$ cat config.mk
export PLATFORM = sky130hd
export DESIGN_NAME = tt_um_mikegoelzer_7segreader
export DESIGN_NICKNAME = d
export VERILOG_FILES = /design/src/rtl/seg7_pkg.sv /design/src/rtl/seg7_decode.sv /design/src/rtl/tt_um_mikegoelzer_7segreader.sv
export SDC_FILE = /design/constraint.sdc
export NUM_CORES = 1
export LEC_CHECK = 0
export BUFFER_PORTS_ARGS = -buffer_cell sky130_fd_sc_hd__buf_2
export CORE_MARGIN = 5
export CORE_UTILIZATION = 30
export CTS_CLUSTER_SIZE = 20
export DETAILED_ROUTE_END_ITERATION = 8
export GPL_ROUTABILITY_DRIVEN = 0
export SYNTH_ARGS = -nofsm -noshare
export SYNTH_HDL_FRONTEND = slang
export SYNTH_SLANG_ARGS = --single-unit
$ cat constraint.sdc
create_clock -name clk -period 2.48 [get_ports clk]
set_input_delay 0.744 -clock clk [delete_from_list [all_inputs] [get_ports clk]]
set_output_delay 0.744 -clock clk [all_outputs]
set_load 0.02 [all_outputs]
$ cat src/rtl/seg7_pkg.sv
// Shared seven-segment definitions for the reader and the display-side encoder.
//   - STABLE_CYCLES_DEFAULT : default debounce length in synchronized samples
//   - SEG_*                 : segment patterns, bit0 = a ... bit6 = g, active high
//   - rd_state_t            : byte-assembly FSM states
//   - hex_to_seg()          : nibble -> segment pattern for the encoder side
package seg7_pkg;

  localparam int STABLE_CYCLES_DEFAULT = 4;

  localparam logic [6:0] SEG_BLANK = 7'h00;
  localparam logic [6:0] SEG_0     = 7'h3F;
  localparam logic [6:0] SEG_1     = 7'h06;
  localparam logic [6:0] SEG_2     = 7'h5B;
  localparam logic [6:0] SEG_3     = 7'h4F;
  localparam logic [6:0] SEG_4     = 7'h66;
  localparam logic [6:0] SEG_5     = 7'h6D;
  localparam logic [6:0] SEG_6     = 7'h7D;
  localparam logic [6:0] SEG_7     = 7'h07;
  localparam logic [6:0] SEG_8     = 7'h7F;
  localparam logic [6:0] SEG_9     = 7'h6F;
  localparam logic [6:0] SEG_A     = 7'h77;
  localparam logic [6:0] SEG_B     = 7'h7C;
  localparam logic [6:0] SEG_C     = 7'h39;
  localparam logic [6:0] SEG_D     = 7'h5E;
  localparam logic [6:0] SEG_E     = 7'h79;
  localparam logic [6:0] SEG_F     = 7'h71;

  typedef enum logic [1:0] {
    ST_EMPTY  = 2'd0,
    ST_GOT_LO = 2'd1,
    ST_GOT_HI = 2'd2
  } rd_state_t;

  function automatic logic [6:0] hex_to_seg(input logic [3:0] nib);
    logic [6:0] seg;
    case (nib)
      4'h0:    seg = SEG_0;
      4'h1:    seg = SEG_1;
      4'h2:    seg = SEG_2;
      4'h3:    seg = SEG_3;
      4'h4:    seg = SEG_4;
      4'h5:    seg = SEG_5;
      4'h6:    seg = SEG_6;
      4'h7:    seg = SEG_7;
      4'h8:    seg = SEG_8;
      4'h9:    seg = SEG_9;
      4'hA:    seg = SEG_A;
      4'hB:    seg = SEG_B;
      4'hC:    seg = SEG_C;
      4'hD:    seg = SEG_D;
      4'hE:    seg = SEG_E;
      4'hF:    seg = SEG_F;
      default: seg = SEG_BLANK;
    endcase
    return seg;
  endfunction

endpackage

$ cat src/rtl/seg7_decode.sv
// Combinational seven-segment pattern decoder.
//   pattern : segments g..a, active high
//   valid   : pattern is one of the sixteen hex glyphs
//   blank   : pattern is all segments off
//   nibble  : decoded hex value (0 when not valid)
module seg7_decode
  import seg7_pkg::*;
(
  input  logic [6:0] pattern,
  output logic       valid,
  output logic       blank,
  output logic [3:0] nibble
);

  // Map a glyph to its hex value; anything unrecognised is flagged invalid.
  always_comb begin
    valid  = 1'b1;
    blank  = 1'b0;
    nibble = 4'h0;
    case (pattern)
      SEG_0:     nibble = 4'h0;
      SEG_1:     nibble = 4'h1;
      SEG_2:     nibble = 4'h2;
      SEG_3:     nibble = 4'h3;
      SEG_4:     nibble = 4'h4;
      SEG_5:     nibble = 4'h5;
      SEG_6:     nibble = 4'h6;
      SEG_7:     nibble = 4'h7;
      SEG_8:     nibble = 4'h8;
      SEG_9:     nibble = 4'h9;
      SEG_A:     nibble = 4'hA;
      SEG_B:     nibble = 4'hB;
      SEG_C:     nibble = 4'hC;
      SEG_D:     nibble = 4'hD;
      SEG_E:     nibble = 4'hE;
      SEG_F:     nibble = 4'hF;
      SEG_BLANK: begin
        valid = 1'b0;
        blank = 1'b1;
      end
      default:   valid = 1'b0;
    endcase
  end

endmodule

$ cat src/rtl/tt_um_mikegoelzer_7segreader.sv
// Seven-segment display reader: watches a multiplexed two-digit display,
// debounces each glyph, and assembles high/low hex digits into bytes.
//   ui_in[6:0]  segments g..a       ui_in[7]  digit select (0 = low, 1 = high)
//   uio_in[0]   error clear (level) uio_in[1] segments are active-low
//   uo_out      last assembled byte
//   uio_out     [7] byte_valid pulse, [6] sticky error, [5:4] byte count, [3:0] 0
//   uio_oe      upper nibble of uio driven as outputs
module tt_um_mikegoelzer_7segreader
  import seg7_pkg::*;
#(
  parameter int STABLE_CYCLES = STABLE_CYCLES_DEFAULT
) (
  input  logic       clk,
  input  logic       rst_n,
  input  logic       ena,
  input  logic [7:0] ui_in,
  input  logic [7:0] uio_in,
  output logic [7:0] uo_out,
  output logic [7:0] uio_out,
  output logic [7:0] uio_oe
);

  localparam logic [7:0] STABLE_MAX = 8'(STABLE_CYCLES);
  localparam logic [7:0] STABLE_PRE = 8'(STABLE_CYCLES - 1);

  logic [7:0] ui_meta_r;
  logic [7:0] ui_sync_r;
  logic [1:0] ctl_meta_r;
  logic [1:0] ctl_sync_r;
  logic [7:0] prev_r;
  logic [7:0] stab_cnt_r;
  rd_state_t  state_r;
  rd_state_t  state_s;
  logic [3:0] lo_r;
  logic [3:0] hi_r;
  logic [3:0] lo_s;
  logic [3:0] hi_s;
  logic [7:0] uo_r;
  logic       byte_valid_r;
  logic       err_r;
  logic [1:0] count_r;

  logic [7:0] sample_s;
  logic       same_s;
  logic       accept_s;
  logic       complete_s;
  logic       err_set_s;
  logic       dec_valid_s;
  logic       dec_blank_s;
  logic [3:0] dec_nibble_s;
  logic       unused_s;

  assign unused_s = &{1'b0, ena, uio_in[7:2]};

  // Normalise polarity so the decoder always sees active-high segments.
  assign sample_s = {ui_sync_r[7], ui_sync_r[6:0] ^ {7{ctl_sync_r[1]}}};
  assign same_s   = (sample_s == prev_r);
  // Fires once per stable period: only on the step from MAX-1 to MAX.
  assign accept_s = same_s && (stab_cnt_r == STABLE_PRE);

  seg7_decode u_decode (
    .pattern (sample_s[6:0]),
    .valid   (dec_valid_s),
    .blank   (dec_blank_s),
    .nibble  (dec_nibble_s)
  );

  // Two-flop synchronizers for all asynchronous inputs that are used.
  always_ff @(posedge clk or negedge rst_n) begin
    if (!rst_n) begin
      ui_meta_r  <= 8'h00;
      ui_sync_r  <= 8'h00;
      ctl_meta_r <= 2'b00;
      ctl_sync_r <= 2'b00;
    end else begin
      ui_meta_r  <= ui_in;
      ui_sync_r  <= ui_meta_r;
      ctl_meta_r <= uio_in[1:0];
      ctl_sync_r <= ctl_meta_r;
    end
  end

  // Stability counter: restarts on any change, saturates once accepted.
  always_ff @(posedge clk or negedge rst_n) begin
    if (!rst_n) begin
      prev_r     <= 8'h00;
      stab_cnt_r <= 8'h00;
    end else begin
      prev_r <= sample_s;
      if (!same_s) begin
        stab_cnt_r <= 8'h00;
      end else if (stab_cnt_r != STABLE_MAX) begin
        stab_cnt_r <= stab_cnt_r + 8'h01;
      end else begin
        stab_cnt_r <= stab_cnt_r;
      end
    end
  end

  // FSM state and nibble registers.
  always_ff @(posedge clk or negedge rst_n) begin
    if (!rst_n) begin
      state_r <= ST_EMPTY;
      lo_r    <= 4'h0;
      hi_r    <= 4'h0;
    end else begin
      state_r <= state_s;
      lo_r    <= lo_s;
      hi_r    <= hi_s;
    end
  end

  // Next-state logic: capture nibbles on accepted glyphs, complete on the opposite digit.
  always_comb begin
    state_s    = state_r;
    lo_s       = lo_r;
    hi_s       = hi_r;
    complete_s = 1'b0;
    err_set_s  = 1'b0;
    if (accept_s) begin
      if (dec_valid_s) begin
        if (!sample_s[7]) begin
          lo_s = dec_nibble_s;
          case (state_r)
            ST_EMPTY:  state_s = ST_GOT_LO;
            ST_GOT_LO: state_s = ST_GOT_LO;
            ST_GOT_HI: begin
              state_s    = ST_EMPTY;
              complete_s = 1'b1;
            end
            default:   state_s = ST_EMPTY;
          endcase
        end else begin
          hi_s = dec_nibble_s;
          case (state_r)
            ST_EMPTY:  state_s = ST_GOT_HI;
            ST_GOT_HI: state_s = ST_GOT_HI;
            ST_GOT_LO: begin
              state_s    = ST_EMPTY;
              complete_s = 1'b1;
            end
            default:   state_s = ST_EMPTY;
          endcase
        end
      end else if (dec_blank_s) begin
        err_set_s = 1'b0;
      end else begin
        // Unrecognised glyph: flag it but leave assembly untouched.
        err_set_s = 1'b1;
      end
    end else begin
      state_s = state_r;
    end
  end

  // Output registers: byte, one-cycle valid pulse, sticky error, byte counter.
  always_ff @(posedge clk or negedge rst_n) begin
    if (!rst_n) begin
      uo_r         <= 8'h00;
      byte_valid_r <= 1'b0;
      err_r        <= 1'b0;
      count_r      <= 2'b00;
    end else begin
      byte_valid_r <= complete_s;
      if (complete_s) begin
        uo_r    <= {hi_s, lo_s};
        count_r <= count_r + 2'b01;
      end else begin
        uo_r    <= uo_r;
        count_r <= count_r;
      end
      // Set takes priority over a concurrent clear.
      if (err_set_s) begin
        err_r <= 1'b1;
      end else if (ctl_sync_r[0]) begin
        err_r <= 1'b0;
      end else begin
        err_r <= err_r;
      end
    end
  end

  assign uo_out  = uo_r;
  assign uio_out = {byte_valid_r, err_r, count_r, 4'h0};
  assign uio_oe  = 8'hF0;

endmodule

==> summary.md <==
| Metric | Value |
|---|---|
| Status | `finished with violations` |
| Violated checks | `setup timing` |
| Yosys reg bits | `58` |
| CTS Sinks | `58` |
| Combinational family with the most area after synthesis | `simple AND/OR/NAND/NOR gates` |
| Fin. Hold Viols | `0` |
| Placed Cells | `486` |
| Number of diodes | `0` |
| DRT Pass-1 Iters | `4` |
| DR vias | `2511` |
| Final hold slack | `0.345 ns` |
| Async SR Flop Fraction | `100%` |
| Switch share | `25.4%` |
| Max H-tree Level | `3` |
| Setup Viol. Count Final | `20` |
| Area fraction of the dominant cell type after synthesis | `46.8%` |
| Rows | `37` |
| Slew HR | `64.8%` |
| Layout net count | `400` |
| Area Overhead vs Synth | `38.9%` |
| Total Die Area | `0.0125 sq mm` |
| Finished Layout Cells | `520` |
| Post-synth top area cell | `dfrtp_1` |
| Final Critical Period | `2.73 ns` |
| Clock Root Buffer | `clkbuf_8` |
| Syn_area_per_cell | `10.5 sq um` |
| Critical-path cell with the highest stage delay | `or4b_4` |
| Sequential area share after synthesis | `46.8%` |
| CP Capture Type | `flip-flop` |
| Layout cell share with drive strength beyond 1 | `43.8%` |
| XOR/XNOR share of the synthesized area | `5.65%` |
| Mux cell area share after synthesis | `5.77%` |
| Worst path arrival time | `2.97 ns` |
| Total grt overflow | `0` |
| Initial antenna violation count | `0` |
| Clk_skew | `0.0106 ns` |
| Cell-internal power | `1.80 mW` |
| Leakage | `1.97 nW` |
| Prevailing post-synth register cell | `dfrtp_1` |
| Cells after Synth | `294` |
| Area contributors post-synth | `dfrtp_1 47%, mux2_2 5.4%, buf_4 4.6%` |
| Wirelength per Cell | `13.8 um` |
| Slew Viols, Final | `0` |
| Drt via density | `4.83` |
| GR Util met3 | `3.04%` |
| MaxCap Viol Count | `0` |
| Footprint of the multi-input gates | `0.00167 sq mm` |
| GR Util met1 | `14.3%` |
| Req. time, crit path | `2.72 ns` |
| Port Buf Inserts | `23` |
| Critical Path Source Type | `flip-flop` |
| Post-synthesis simple-gate area fraction | `18.2%` |
| Most frequent cells in the layout | `62 x buf_4, 57 x dfrtp_1, 23 x nor2_1, 23 x buf_2, 15 x xor2_1` |
| Final WS setup | `-0.247 ns` |
| Iter 0 DRT Violations | `126` |
| CP peak stage delay | `0.54 ns` |
| Clk network pwr share | `45.1%` |
| Yosys warning total | `0` |
| Die Y | `112 um` |
| Hold crit path type | `reg -> reg` |
| Delay-heaviest family, CP | `simple AND/OR/NAND/NOR gates` |
| Io pins | `43` |
| Setup CP Type | `reg -> reg` |
| Clk_lat worst skew | `0.35 ns` |
| Worst-path cell chain | `buf_12 > and3b_2 > a22o_1 > a221oi_2 > or4b_4 > nor2b_4 > buf_6 > or2_4 > mux2_4` |
| Die width | `112 um` |
| Antenna Nets Post-Route | `0` |
| EDFF count, synth | `0` |
| Cell Area, Synth | `0.00310 sq mm` |
| Comb power frac | `13.7%` |
| Sequential power share | `41.2%` |
| Pin count of the biggest net entering global routing | `39` |
| Synth Area in Compound Gates | `14.5%` |
| Clock Path Buffers | `2` |
| Commonest non-fill, non-tap cell in the layout | `buf_4` |
| Final Util | `42.3%` |
| TritonCTS clock tree | `built` |
| First-pass GRT wire length | `12.0 mm` |
| Final WL | `7.19 mm` |
| Clk slew on worst S/H paths | `0.08 ns` |
| Max Clk Rate | `367 MHz` |
| Psw | `0.615 mW` |
| Grt met2 use | `19.3%` |
| DP HPWL | `5.05 mm` |
| Sequential cell area | `0.00145 sq mm` |
| Tcrit/Tclk final | `110%` |
| RSZ-0062 raised after global routing | `true` |
| Fill cell count | `977` |
| Core area | `0.0102 sq mm` |
| Vias in the first global route | `2591` |
| Slew @ Worst Pin | `0.528 ns` |
| Crit Path Max Fanout | `8` |
| Adder-cell share of the synthesized area | `0.807%` |
| Max IR drop VDD | `0.339 mV` |
| Starting density of the core | `30.4%` |
| Cts bufs inserted | `9` |
| TNS Setup | `-3.34 ns` |
| Most congested layer reported by global routing | `met2` |
| Residual DRC | `0` |
| GRT Util Overall | `11.9%` |
| Pwr Density | `561 mW/mm^2` |
| Yosys cell types | `59` |
| CP Buf/Inv Count | `2` |
==> power groups by stage <==
stage                     clock network, mW  registers (mW)  logic [mW]
final                                  1.09           0.995       0.332
after global routing                   1.15           0.998       0.362
after CTS                              1.11           0.993       0.317
after detailed placement                  0            1.01       0.277
after global placement                    0            1.01       0.272
after floorplan                           0            1.01       0.185
==> flip-flops by register name, indices dropped and copies added (netlist names), 4 cells and up <==
name,count
prev_r,8
ui_sync_r,8
ui_meta_r,8
uo_out,8
stab_cnt_r,8
hi_r,4
lo_r,4
==> metal layers <==
| metal | vias up | share of wire, % |
|---|---|---|
| met5 | - | 0 |
| met4 | 0 | 2.9 |
| met3 | 19 | 3.9 |
| met2 | 49 | 49 |
| met1 | 1227 | 44 |
| li1 | 1216 | - |
==> cell families (layout without fill, tap and decap cells) <==
logic type / Yosys count / in the layout
AO/OA/AOI/OAI: 63 / 63
XOR/XNOR: 20 / 20
adder cells (fa/ha/maj): 2 / 2
buffers and inverters: 42 / 122
flip-flops: 58 / 58
multiplexers: 16 / 16
other: 2 / 12
AND/OR/NAND/NOR: 91 / 91
==> final cells by class <==
cell class	instances	area share, %
sequential	58	33.7
clock buffer	9	2.88
multi-input combinational	204	38.9
tap	136	3.95
clock inverter	7	2.91
timing repair buffer	94	16.5
inverter	12	1.13
==> worst register-to-register path: cells and delay by family, from the launching register on <==
family | cells | cell delay (ns)
simple gates | 4 | 1.07
mux | 1 | 0.29
flops | 1 | 0.45
buf+inv | 2 | 0.28
compound gates | 2 | 0.53
==> final timing paths <==
kind / start / slack, ns / cells past startpoint / end
setup / recovery: ctl_sync_r[1]$_DFF_PN0_ / -0.25 / 9 / hi_r[2]$_DFF_PN0_
hold / removal: ui_meta_r[5]$_DFF_PN0_ / 0.35 / 0 / ui_sync_r[5]$_DFF_PN0_
setup reg to reg: ctl_sync_r[1]$_DFF_PN0_ / -0.25 / 9 / hi_r[2]$_DFF_PN0_
hold reg to reg: ui_meta_r[5]$_DFF_PN0_ / 0.35 / 0 / ui_sync_r[5]$_DFF_PN0_
max in group asynchronous: rst_n / 1.54 / 2 / prev_r[1]$_DFF_PN0_
min in group asynchronous: rst_n / 0.37 / 1 / ctl_meta_r[1]$_DFF_PN0_
==> cells in the mapped netlist (all sizes together), types with 2 or more instances <==
library cell,number
a2111oi,5
a21boi,2
a21oi,5
a221oi,5
a22o,3
a22oi,2
a31oi,2
a32o,2
a32oi,2
and2,5
and3b,3
buf,25
clkbuf,5
conb,2
dfrtp,58
ha,2
inv,12
mux2,15
nand2,12
nand2b,3
nand3,4
nand3b,2
nand4,4
nor2,23
nor2b,6
nor3,3
nor3b,4
nor4,5
nor4b,3
nor4bb,2
o21ai,16
o221a,2
o22ai,8
or2,6
or4,2
xnor2,5
xor2,15
==> through the flow <==
| step | power [mW] | instance area, sq um | setup slack [ns] |
|---|---|---|---|
| 3_3_place_gp | 1.28 | 3710 | -0.388 |
| 6_report | 2.42 | 4310 | -0.247 |
| 5_1_grt | 2.51 | 4310 | -0.307 |
| 3_5_place_dp | 1.29 | 3710 | -0.498 |
| 2_1_floorplan | 1.19 | 3240 | -0.0932 |
| 4_1_cts | 2.42 | 4200 | -0.210 |
==> repair_timing <==
| item | 4_1_cts | 5_1_grt |
|---|---|---|
| hold buffers | 0 | 0 |
| pin swaps | 11 | 10 |
| setup endpoints to repair | 21 | 22 |
| buffers inserted | 17 | 3 |
| resized for setup | 31 | 21 |
Power figures use the tool's default switching activity.
